<file path="src/rtl/countdown_pkg.sv">
// countdown_pkg
//   Shared types and defaults for the countdown sampler.
//   cd_state_t     : controller state encoding (2 bits)
//   CD_WIDTH_DEF   : default datapath width
//   CD_RESET_N_DEF : default bound held in n after reset
package countdown_pkg;

  typedef enum logic [1:0] {
    IDLE = 2'd0,
    RUN  = 2'd1,
    DONE = 2'd2
  } cd_state_t;

  localparam int CD_WIDTH_DEF   = 19;
  localparam int CD_RESET_N_DEF = 200;

endpackage

</file>
<file path="src/rtl/countdown_core.sv">
// countdown_core
//   Remaining-count register for the countdown sampler.
//   clk, rst_n : clock, asynchronous active-low reset
//   load       : capture load_val into x (takes priority over dec)
//   load_val   : value loaded into x
//   dec        : decrement x by one
//   x          : remaining count
//   last       : x == 1, i.e. the next decrement empties the counter
module countdown_core
  import countdown_pkg::*;
#(
  parameter int WIDTH = CD_WIDTH_DEF
) (
  input  logic             clk,
  input  logic             rst_n,
  input  logic             load,
  input  logic [WIDTH-1:0] load_val,
  input  logic             dec,
  output logic [WIDTH-1:0] x,
  output logic             last
);

  logic zero;

  assign zero = (x == '0);
  assign last = (x == WIDTH'(1));

  // Decrement is blocked at zero so the count can never wrap.
  always_ff @(posedge clk or negedge rst_n) begin
    if (!rst_n) begin
      x <= '0;
    end else if (load) begin
      x <= load_val;
    end else if (dec && !zero) begin
      x <= x - WIDTH'(1);
    end
  end

endmodule

</file>
<file path="src/rtl/countdown_sampler.sv">
// countdown_sampler
//   Accepts a bound over a valid/ready load port, drains x from the bound
//   down to 0 and optionally samples x into m on each drain step.
//   clk, rst_n : clock, asynchronous active-low reset
//   ld_valid   : load request
//   ld_n       : bound to load
//   ld_ready   : high only in IDLE
//   en         : drain enable; everything holds in RUN when low
//   selector   : on a drain step, m takes the pre-decrement x
//   n          : latched bound
//   x          : remaining count
//   m          : last sampled x
//   done       : one-cycle pulse when the drain completes
//   Optional macro COUNTDOWN_ASSERT_EN embeds invariant assertions.
//
//   state | meaning
//   IDLE  | waiting for a load, ld_ready high
//   RUN   | draining x while en is high
//   DONE  | drain finished, done high for this cycle only
module countdown_sampler
  import countdown_pkg::*;
#(
  parameter int WIDTH   = CD_WIDTH_DEF,
  parameter int RESET_N = CD_RESET_N_DEF
) (
  input  logic             clk,
  input  logic             rst_n,
  input  logic             ld_valid,
  input  logic [WIDTH-1:0] ld_n,
  output logic             ld_ready,
  input  logic             en,
  input  logic             selector,
  output logic [WIDTH-1:0] n,
  output logic [WIDTH-1:0] x,
  output logic [WIDTH-1:0] m,
  output logic             done
);

  localparam logic [WIDTH-1:0] N_RST = WIDTH'(RESET_N);

  cd_state_t state;
  logic      load;
  logic      dec;
  logic      last;

  // ld_ready is registered and mirrors state==IDLE, so it doubles as the accept qualifier.
  assign load = ld_valid && ld_ready;
  assign dec  = (state == RUN) && en;

  countdown_core #(
    .WIDTH(WIDTH)
  ) u_core (
    .clk      (clk),
    .rst_n    (rst_n),
    .load     (load),
    .load_val (ld_n),
    .dec      (dec),
    .x        (x),
    .last     (last)
  );

  always_ff @(posedge clk or negedge rst_n) begin
    if (!rst_n) begin
      state    <= IDLE;
      n        <= N_RST;
      m        <= '0;
      done     <= 1'b0;
      ld_ready <= 1'b1;
    end else begin
      case (state)
        IDLE: begin
          if (load) begin
            n        <= ld_n;
            m        <= '0;
            ld_ready <= 1'b0;
            // A zero bound has nothing to drain and completes immediately.
            if (ld_n != '0) begin
              state <= RUN;
            end else begin
              state <= DONE;
              done  <= 1'b1;
            end
          end
        end
        RUN: begin
          if (en) begin
            if (selector) m <= x;
            if (last) begin
              state <= DONE;
              done  <= 1'b1;
            end
          end
        end
        DONE: begin
          done     <= 1'b0;
          ld_ready <= 1'b1;
          state    <= IDLE;
        end
        default: begin
          done     <= 1'b0;
          ld_ready <= 1'b1;
          state    <= IDLE;
        end
      endcase
    end
  end

`ifdef COUNTDOWN_ASSERT_EN
  a_m_bounded: assert property (@(posedge clk) disable iff (!rst_n) (x != '0) || (m <= n));
  a_x_bounded: assert property (@(posedge clk) disable iff (!rst_n) x <= n);
  a_done_zero: assert property (@(posedge clk) disable iff (!rst_n) done |-> (x == '0));
  a_ready_idle: assert property (@(posedge clk) disable iff (!rst_n) ld_ready == (state == IDLE));
`else
  // Invariant checkers are compiled out in this build.
`endif

endmodule
</file>
<file path="config.mk">
export PLATFORM = sky130hd
export DESIGN_NAME = countdown_sampler
export DESIGN_NICKNAME = d
export VERILOG_FILES = /design/src/rtl/countdown_pkg.sv /design/src/rtl/countdown_core.sv /design/src/rtl/countdown_sampler.sv
export SDC_FILE = /design/constraint.sdc
export NUM_CORES = 1
export LEC_CHECK = 0
export ABC_AREA = 1
export BUFFER_PORTS_ARGS = -buffer_cell sky130_fd_sc_hd__buf_2
export CORE_MARGIN = 3
export CORE_UTILIZATION = 45
export DETAILED_ROUTE_END_ITERATION = 8
export GPL_ROUTABILITY_DRIVEN = 1
export PLACE_DENSITY = 0.67
export SLEW_MARGIN = 20
export SYNTH_ARGS = -nofsm -noshare
export SYNTH_HDL_FRONTEND = slang
export SYNTH_SLANG_ARGS = --single-unit
</file>
<file path="constraint.sdc">
create_clock -name clk -period 2 [get_ports clk]
set_input_delay 0.1 -clock clk [delete_from_list [all_inputs] [get_ports clk]]
set_output_delay 0.1 -clock clk [all_outputs]
set_load 0.02 [all_outputs]
</file>
=== Word level (Yosys, flattened, before mapping) ===
Cells that the tools add are included.

* Memory bits (writable): 0
* Memories kept: 0
* Word-level logic and storage cells: 47
* Input port bits: 24
* Latch bits: 0
* Flip-flop bits (word level): 61
* ROM bits: 0

* Div/mod/pow operators: 0
* Multiplexer cells: 18
* Add/sub/neg operators: 1
* Eq/ne operators: 7
* Magnitude comparators: 0
* Multipliers: 0
* Bitwise operators: 1
* Shift operators: 0
* Reduce and logical (&&, ||, !) cells: 14

{| class="wikitable"
|+ Operators with widths
! kind !! number
|-
| $mux 19 || 5
|-
| $pmux 19 s2 || 1
|-
| $eq 19x1->1 const B || 1
|-
| $logic_not 19->1 || 1
|-
| $reduce_bool 19->1 || 1
|-
| $sub 19x1->19 const B || 1
|-
| $ne 2x2->1 const B || 5
|-
| $mux 2 || 4
|-
| $reduce_and 4->1 || 2
|-
| $mux 1 || 5
|-
| $pmux 1 s2 || 2
|-
| $pmux 2 s2 || 1
|-
| $reduce_and 2->1 || 2
|-
| $reduce_bool 2->1 || 2
|-
| $logic_and 1x1->1 || 3
|-
| $reduce_and 3->1 || 1
|-
| $eq 2x1->1 const B || 1
|-
| $logic_not 2->1 || 1
|-
| $logic_not 1->1 || 1
|-
| $not 1->1 || 1
|}

=== Logic depth before layout (Yosys ltp) ===
Gate-level depths: netlist of run 1.

* Depth in word-level cells: 5
* Depth in mapped cells: 11
* Gate-level depth less buffers: 11

=== Hierarchy ===
A second synthesis of run 1 with hierarchy kept.

* Cell total of the unflattened synthesis: 443
* Area total of the unflattened synthesis: 3,308.2 um^2

{| class="wikitable"
|+ By module, submodules not included
! module !! sequential area each (um^2) !! times used !! cells an instance !! area an instance (um^2)
|-
| countdown_sampler || 1,056.0 || 1 || 207 || 1,833.0
|-
| countdown_core || 475.5 || 1 || 236 || 1,475.2
|}

=== Least setup slack after synthesis of run 1 ===
Ideal clock, no wire load.

* Path kind: register -> register
* From: register u_core.x[0]
* To: register u_core.x[14]
* Data arrival time: 1.631 ns
* Setup slack: 0.252 ns
* Data required time: 1.883 ns
* Cell stages (with the launch flop): 11
* Clock period less this slack: 1.748 ns
* Buffers on the path: 1
* Path through: dfrtp_1 > inv_1 > ha_1 > nand2_2 > nor2_4 > nand3_2 > nand2_4 > nand2_4 > clkbuf_8 > nand2_1 > nand2_1

* Cells in the longest elaborated chain, start to end: 4

{| class="wikitable"
|+ RTL lines
! item !! line !! text
|-
| from (decl) || countdown_core.sv:19 || <nowiki>output logic [WIDTH-1:0] x,</nowiki>
|-
| from (signal assigned) || countdown_core.sv:33 || <nowiki>x <= load_val;</nowiki>
|-
| from (signal assigned) || countdown_core.sv:35 || <nowiki>x <= x - WIDTH'(1);</nowiki>
|-
| branches (longest 4 deep; another with $sub 19x1->19) || - ||
|}

Parallel ways; which one is timed is not known. The select of a mux whose other input is x is not followed.
A chain may end at the register's enable or synchronous reset.

=== Worst setup path in the final report of run 1 ===
* From: register u_core.x[1]
* To: register u_core.x[7]

Same word-level chain as after synthesis.

==> flow_summary_export.csv, run 1 <==
group,metric,value,unit
run_status,status,"completed",
synthesis,synth.avg_cell_area,7.46,µm²
pwr,ir_worst_vdd,0.000701,V
cts,cts_sinks,61,
cts,cts_root_buf,"clkbuf_8",
cells_and_area,synthToLayoutAreaGrowth,26.8,%
synthesis,synth_area_leader_cell,"dfrtp_1",
routing,route.detailed.drc,0,
timing,hold_slack,0.0222,ns
worst_setup_path,worstSetupEndpointType,"flip-flop",
cells_and_area,multiInputGateArea,1420,µm²
die,ios,83,
worst_setup_path,worst_ep_required_time,2.27,ns
cells_and_area,final_area,4090,µm²
die,num_rows,30,
routing,drt_pre_antenna_iters,5,
cells_and_area,antennaDiodeCount,0,
grt,globalRouteMet1Util,0.313,
timing,fin_skew,0.00743,ns
cts,htree_levels,3,
worst_setup_path,slowest_delay,0.42,ns
cts,numCtsBuffers,9,
cells_and_area,final_core_utilization,0.596,
cells_and_area,finish.net_count,562,
job,drv_cap,0,
grt,use_met3,0.0383,
grt,global_route.overflow_total,0,
worst_setup_path,data_arrival_time_of_the_worst_path,2.04,ns
worst_setup_path,critical_path_source_type,"flip-flop",
timing,finalCriticalPeriod,1.77,ns
worst_setup_path,list_of_cells_traversed_by_the_critical_path,"inv_1 -> ha_1 -> nand2_2 -> nor2_4 -> nand3_2 -> nand2_4 -> nand2_4 -> clkinv_2 -> nand2_1 -> nand2_1",
timing,fin_crit_sh,0.883,
timing,setup_tns_after_final_layout,0,ns
die,die_w,90.7,µm
synthesis,synth_top_cells_by_area,"dfrtp_1 44%, nand2_1 18%, nand3_1 7.4%",
synthesis,synth-seq-area-share,0.474,
synthesis,mappedNetlistArea,3230,µm²
cts,clock_tree.buffer_depth,2,
cells_and_area,ff_latch_area,1530,µm²
timing,setup_viol,0,
hold_path,worst_hold_path_type,"in2reg",
grt,via_count_of_the_first_global_routing_pass,3034,
pwr,cellPowerDensity,1750,nW/µm²
cts,cts_tree,"done",
die,die_height,90.7,µm
timing,timing.fmax,566,MHz
grt,grtUsageTotal,0.219,
routing,drtAntennaViolNets,0,
grt,grt_most_used_layer,"met2",
place,port_buffers,82,
synthesis,synthCells,433,
worst_setup_path,critPathSlowestCell,"dfrtp_1",
timing,tightest_slew,0.555,ns
pwr,power.leakage,2.35,nW
worst_setup_path,worstSetupPathType,"reg2reg",
cts,cts.hold.buffers_added,4,
timing,report.final.hold_viol_count,0,
routing,drt_first_iter_violations,144,
worst_setup_path,worst_setup_path_startpoint,"u_core.x[1]$_DFFE_PN0P_",
cts,post-cts-setup-buffer-count,0,
synthesis,yosysUniqueCellTypes,29,
worst_setup_path,cp_max_fo,18,
cts,clk_latency,0.33,ns
synthesis,synth-seq-cells,61,
cts,clk_pin_slew,0.07,ns
routing,vias,3135,
place,postPlaceCellArea,3830,µm²
die,core_region_area,6870,µm²
grt,global_route_wire_length_before_repair,14600,µm
hold_path,holdCritStartpoint,"ld_n[12]",
timing,unrepaired_setup_endpoints_after_global_routing,"false",
cells_and_area,drive_above_1_share,0.251,
die,effective_utilization_at_floorplan,0.470,
routing,routed_wire_length_per_instance,13.6,µm
timing,maxSlewViolCount,0,
die,die_area,8230,µm²
place,hpwl,6510,µm
timing,maxSlewHeadroom,0.630,
cells_and_area,fillers,667,
grt,grt_antenna_before_repair,0,
worst_setup_path,r2r_start,"u_core.x[1]$_DFFE_PN0P_",
routing,postRouteWirelength,8670,µm
pwr,total_power,7.16,mW
synthesis,ys_warn_count,0,
grt,pin_count_of_the_biggest_net_entering_global_routing,40,
cts,postCtsResizedCells,0,
grt,met2_usage,0.332,
synthesis,synth.net_count,459,
routing,routed_via_density,4.92,
synthesis,netlist.area_leader.share,0.442,
place,gp_congestion,0.935,
[state kept, by name, summed over array words and instances (netlist names)]
signal,flops
done,1
n,19
state,2
m,19
u_core.x,19
ld_ready,1
[worst max-delay path: cells and delay by family (launching register included)]
family | cells | cell delay (ns)
fa+ha+maj | 1 | 0.21
buf+inv | 2 | 0.29
flops | 1 | 0.42
simple gates | 7 | 0.77
[report_power, final]
| group | total (mW) | internal [mW] | switching [mW] |
|---|---|---|---|
| logic | 3.81 | 1.25 | 2.56 |
| registers | 2.11 | 1.79 | 0.321 |
| clock network | 1.24 | 0.766 | 0.472 |
[layout by cell type (no fill, tap or decap), types with 2 or more instances in the layout]
cell,n
nand4_1,5
nand3b_1,2
nor2_4,2
xor2_1,4
buf_4,22
dfstp_2,4
nand3_1,48
a21oi_1,4
clkbuf_8,11
bufinv_16,2
inv_1,40
nand2_2,2
o21ai_0,45
xnor2_1,3
nand2_4,2
buf_2,82
nand2_1,152
nor2_1,37
ha_1,2
clkinv_2,3
dfrtp_1,57
dlygate4sd3_1,4
[metrics by stage]
stage,std cells,setup WS (ns)
final,637,0.233
after global routing,637,0.0338
after detailed placement,617,0.233
after floorplan,433,0.252
after CTS,637,0.225
after global placement,617,0.292
[cells by family after synthesis]
logic type	share of synthesized area
AO/OA/AOI/OAI	0.0802
XOR/XNOR	0.0190
adder cells (fa/ha/maj)	0.00775
buffers and inverters	0.0853
flip-flops	0.474
AND/OR/NAND/NOR	0.333
[synthesized netlist by cell type, drive strengths merged]
cell / n
a21oi: 5
xnor2: 3
nand4: 5
nand3: 49
clkinv: 1
dfrtp: 57
o21ai: 46
or2: 1
nand2: 156
buf: 8
ha: 2
clkbuf: 9
inv: 41
dfstp: 4
nand3b: 2
nor2: 40
xor2: 4
[metal layers]
metal  part of all wire  wire (µm)  up-vias
met2               0.45       3870       95
met1               0.48       4170     1452
met5                  0          0        -
li1                   -          -     1575
met3              0.059        516       13
met4              0.013        116        0
[path summary, 6_finish.rpt]
check | to | slack (ns) | cells after the start
max | u_core.x[7]$_DFFE_PN0P_ | 0.23 | 10
min | u_core.x[12]$_DFFE_PN0P_ | 0.02 | 3
max reg2reg | u_core.x[7]$_DFFE_PN0P_ | 0.23 | 10
min reg2reg | done$_DFFE_PN0P_ | 0.47 | 2
max in group asynchronous | n[7]$_DFFE_PN1P_ | 1.04 | 3
min in group asynchronous | m[5]$_DFFE_PN0P_ | 0.29 | 2
[layout make-up]
class	count	area share
Timing Repair Buffer	109	0.155
Inverter	42	0.0388
Multi-Input combinational cell	313	0.347
Tap cell	96	0.0293
Clock inverter	4	0.0171
Sequential cell	61	0.374
Clock buffer	12	0.0379
Power figures use the tool's default switching activity.
==> run 2: changes to the inputs <==
--- a/config.mk
+++ b/config.mk
@@ -8,10 +8,10 @@
 export ABC_AREA = 1
 export BUFFER_PORTS_ARGS = -buffer_cell sky130_fd_sc_hd__buf_2
 export CORE_MARGIN = 3
-export CORE_UTILIZATION = 45
+export CORE_UTILIZATION = 35
 export DETAILED_ROUTE_END_ITERATION = 8
 export GPL_ROUTABILITY_DRIVEN = 1
-export PLACE_DENSITY = 0.67
+export PLACE_DENSITY = 0.54
 export SLEW_MARGIN = 20
 export SYNTH_ARGS = -nofsm -noshare
 export SYNTH_HDL_FRONTEND = slang
==> run 2 against run 1 <==
- die area increased by 27%
- clock power decreased by 9%
- cell count increased by 2.5%
- highest routed layer unchanged
- maximum frequency decreased by 2.2%
- sequential power about the same
- critical path type unchanged
- sequential share of layout area decreased by 0.19 points
- count of clock-buffer cells in the layout decreased by 1
- power decreased by 0.99%
- utilization decreased by 13 points
- global-route usage decreased by 3.6 points
==> flow_summary_export.csv, run 2 (synthesized netlist as in run 1, its figures left out) <==
group,metric,value,unit
place,gp_congestion,0.828,
routing,drt_pre_antenna_iters,4,
worst_setup_path,worstSetupPathType,"reg2reg",
run_status,status,"completed",
timing,unrepaired_setup_endpoints_after_global_routing,"false",
grt,grtUsageTotal,0.183,
cts,post-cts-setup-buffer-count,0,
cells_and_area,most_frequent_standard_cell_in_the_layout_excluding_fill_and_tap_cells,"nand2_1",
cts,clk_pin_slew,0.06,ns
die,num_rows,34,
timing,setup_tns_after_final_layout,0,ns
worst_setup_path,worst_ep_required_time,2.23,ns
die,effective_utilization_at_floorplan,0.365,
cts,cts_tree,"done",
cts,htree_levels,3,
timing,tightest_slew,0.473,ns
place,port_buffers,82,
cells_and_area,layout.cells.most_common_list,"152 x nand2_1, 82 x buf_2, 57 x dfrtp_1",
routing,routed_wire_length_per_instance,14.1,µm
die,ios,83,
job,drv_cap,0,
cells_and_area,ff_latch_area,1530,µm²
die,die_area,10400,µm²
cells_and_area,biggestRegsByFlops,"m x19, n x19, u_core.x x19",
cts,numCtsBuffers,9,
timing,finalWorstSetupSlack,0.194,ns
worst_setup_path,worstSetupEndpointType,"flip-flop",
routing,drtAntennaViolNets,0,
worst_setup_path,data_arrival_time_of_the_worst_path,2.03,ns
timing,maxSlewHeadroom,0.685,
place,hpwl,6920,µm
cts,cts_sinks,61,
cells_and_area,final_area,4110,µm²
worst_setup_path,list_of_cells_traversed_by_the_critical_path,"inv_1 -> ha_1 -> nand2_2 -> nor2_4 -> nand3_2 -> nand2_4 -> nand2_4 -> clkinv_2 -> nand2_1 -> nand2_1",
die,die_height,102,µm
timing,report.final.hold_viol_count,0,
pwr,ir_worst_vdd,0.000786,V
routing,postRouteWirelength,9220,µm
worst_setup_path,slowest_delay,0.43,ns
pwr,power.leakage,2.36,nW
timing,setup_viol,0,
routing,route.detailed.drc,0,
cells_and_area,finish.net_count,567,
pwr,cellPowerDensity,1720,nW/µm²
routing,routed_via_density,4.76,
routing,vias,3106,
timing,maxSlewViolCount,0,
place,postPlaceCellArea,3840,µm²
cts,clk_latency,0.35,ns
worst_setup_path,critPathSlowestCell,"dfrtp_1",
cells_and_area,antennaDiodeCount,0,
timing,fin_skew,0.00932,ns
cells_and_area,multiInputGateArea,1420,µm²
worst_setup_path,cp_max_fo,18,
routing,drt_first_iter_violations,174,
die,die_w,102,µm
place,place_worst_setup_slack,0.198,ns
grt,grt_antenna_before_repair,0,
cells_and_area,drive_above_1_share,0.253,
grt,via_count_of_the_first_global_routing_pass,3013,
cells_and_area,fillers,929,
cts,cts_root_buf,"clkbuf_8",
timing,hold_slack,0.0213,ns
worst_setup_path,critical_path_source_type,"flip-flop",
cells_and_area,synthToLayoutAreaGrowth,27.4,%
pwr,total_power,7.09,mW
die,core_region_area,8850,µm²
hold_path,worst_hold_path_type,"in2reg",
grt,global_route.overflow_total,0,
grt,global_route_wire_length_before_repair,14900,µm
cts,postCtsResizedCells,0,
timing,timing.fmax,554,MHz
grt,pin_count_of_the_biggest_net_entering_global_routing,39,
timing,finalCriticalPeriod,1.81,ns
cts,clock_tree.buffer_depth,2,
timing,fin_crit_sh,0.903,
==> run 2: changes by cell type in the layout (fill, tap and decap cells not counted), sizes merged <==
cell | previous run | this run
dlygate4sd3 | 4 | 7
clkbuf | 12 | 11
bufinv | 2 | 1
buf | 105 | 107
clkinvlp | 0 | 1
==> run 2: layout make-up <==
| type | count | share of cell area |
|---|---|---|
| flip-flops and latches | 61 | 0.372 |
| multi-input cells | 313 | 0.345 |
| repair buffers | 114 | 0.162 |
| inverters | 42 | 0.0386 |
| clock buffers | 11 | 0.0368 |
| well taps | 108 | 0.0328 |
| clock inverters | 4 | 0.0116 |
==> run 2: per-stage QoR <==
| stage | std cells | util |
|---|---|---|
| after detailed placement | 631 | 0.435 |
| after global placement | 631 | 0.435 |
| after floorplan | 433 | - |
| after global routing | 653 | 0.465 |
| after CTS | 653 | 0.465 |
| final | 653 | 0.465 |
==> run 2: worst paths after layout <==
kind / startpoint / endpoint / slack [ns] / cells after the start
min: ld_n[9] / u_core.x[9]$_DFFE_PN0P_ / 0.02 / 3
min reg2reg: done$_DFFE_PN0P_ / done$_DFFE_PN0P_ / 0.47 / 2
max in group asynchronous: rst_n / ld_ready$_DFFE_PN1P_ / 1.06 / 3
max: u_core.x[0]$_DFFE_PN0P_ / u_core.x[2]$_DFFE_PN0P_ / 0.19 / 10
min in group asynchronous: rst_n / m[5]$_DFFE_PN0P_ / 0.23 / 2
max reg2reg: u_core.x[0]$_DFFE_PN0P_ / u_core.x[2]$_DFFE_PN0P_ / 0.19 / 10
==> run 2: per-layer routing <==
| layer | vias up | share of wire | track usage |
|---|---|---|---|
| li1 | 1583 | - | - |
| met1 | 1404 | 0.49 | 0.262 |
| met2 | 107 | 0.43 | 0.277 |
| met3 | 12 | 0.066 | 0.0396 |
| met4 | 0 | 0.014 | 0.0595 |
| met5 | - | 0 | 0 |
==> run 2: worst max-delay path, delay by kind of cell, from the launching register on <==
kind	cells	cell delay (ns)
AND/OR/NAND/NOR	7	0.73
flip-flops	1	0.43
buffers and inverters	2	0.28
adder cells (fa/ha/maj)	1	0.24
==> run 2: where the power goes <==
group | switching [mW] | internal (mW)
Sequential | 0.323 | 1.79
Combinational | 2.58 | 1.27
Clock | 0.498 | 0.632
Total | 3.40 | 3.69
==> run 2: what timing repair did <==
action / CTS / global route
hold buffers: 7 / 0
endpoints found under the setup margin: 0 / 0
hold endpoints to repair: 25 / 0
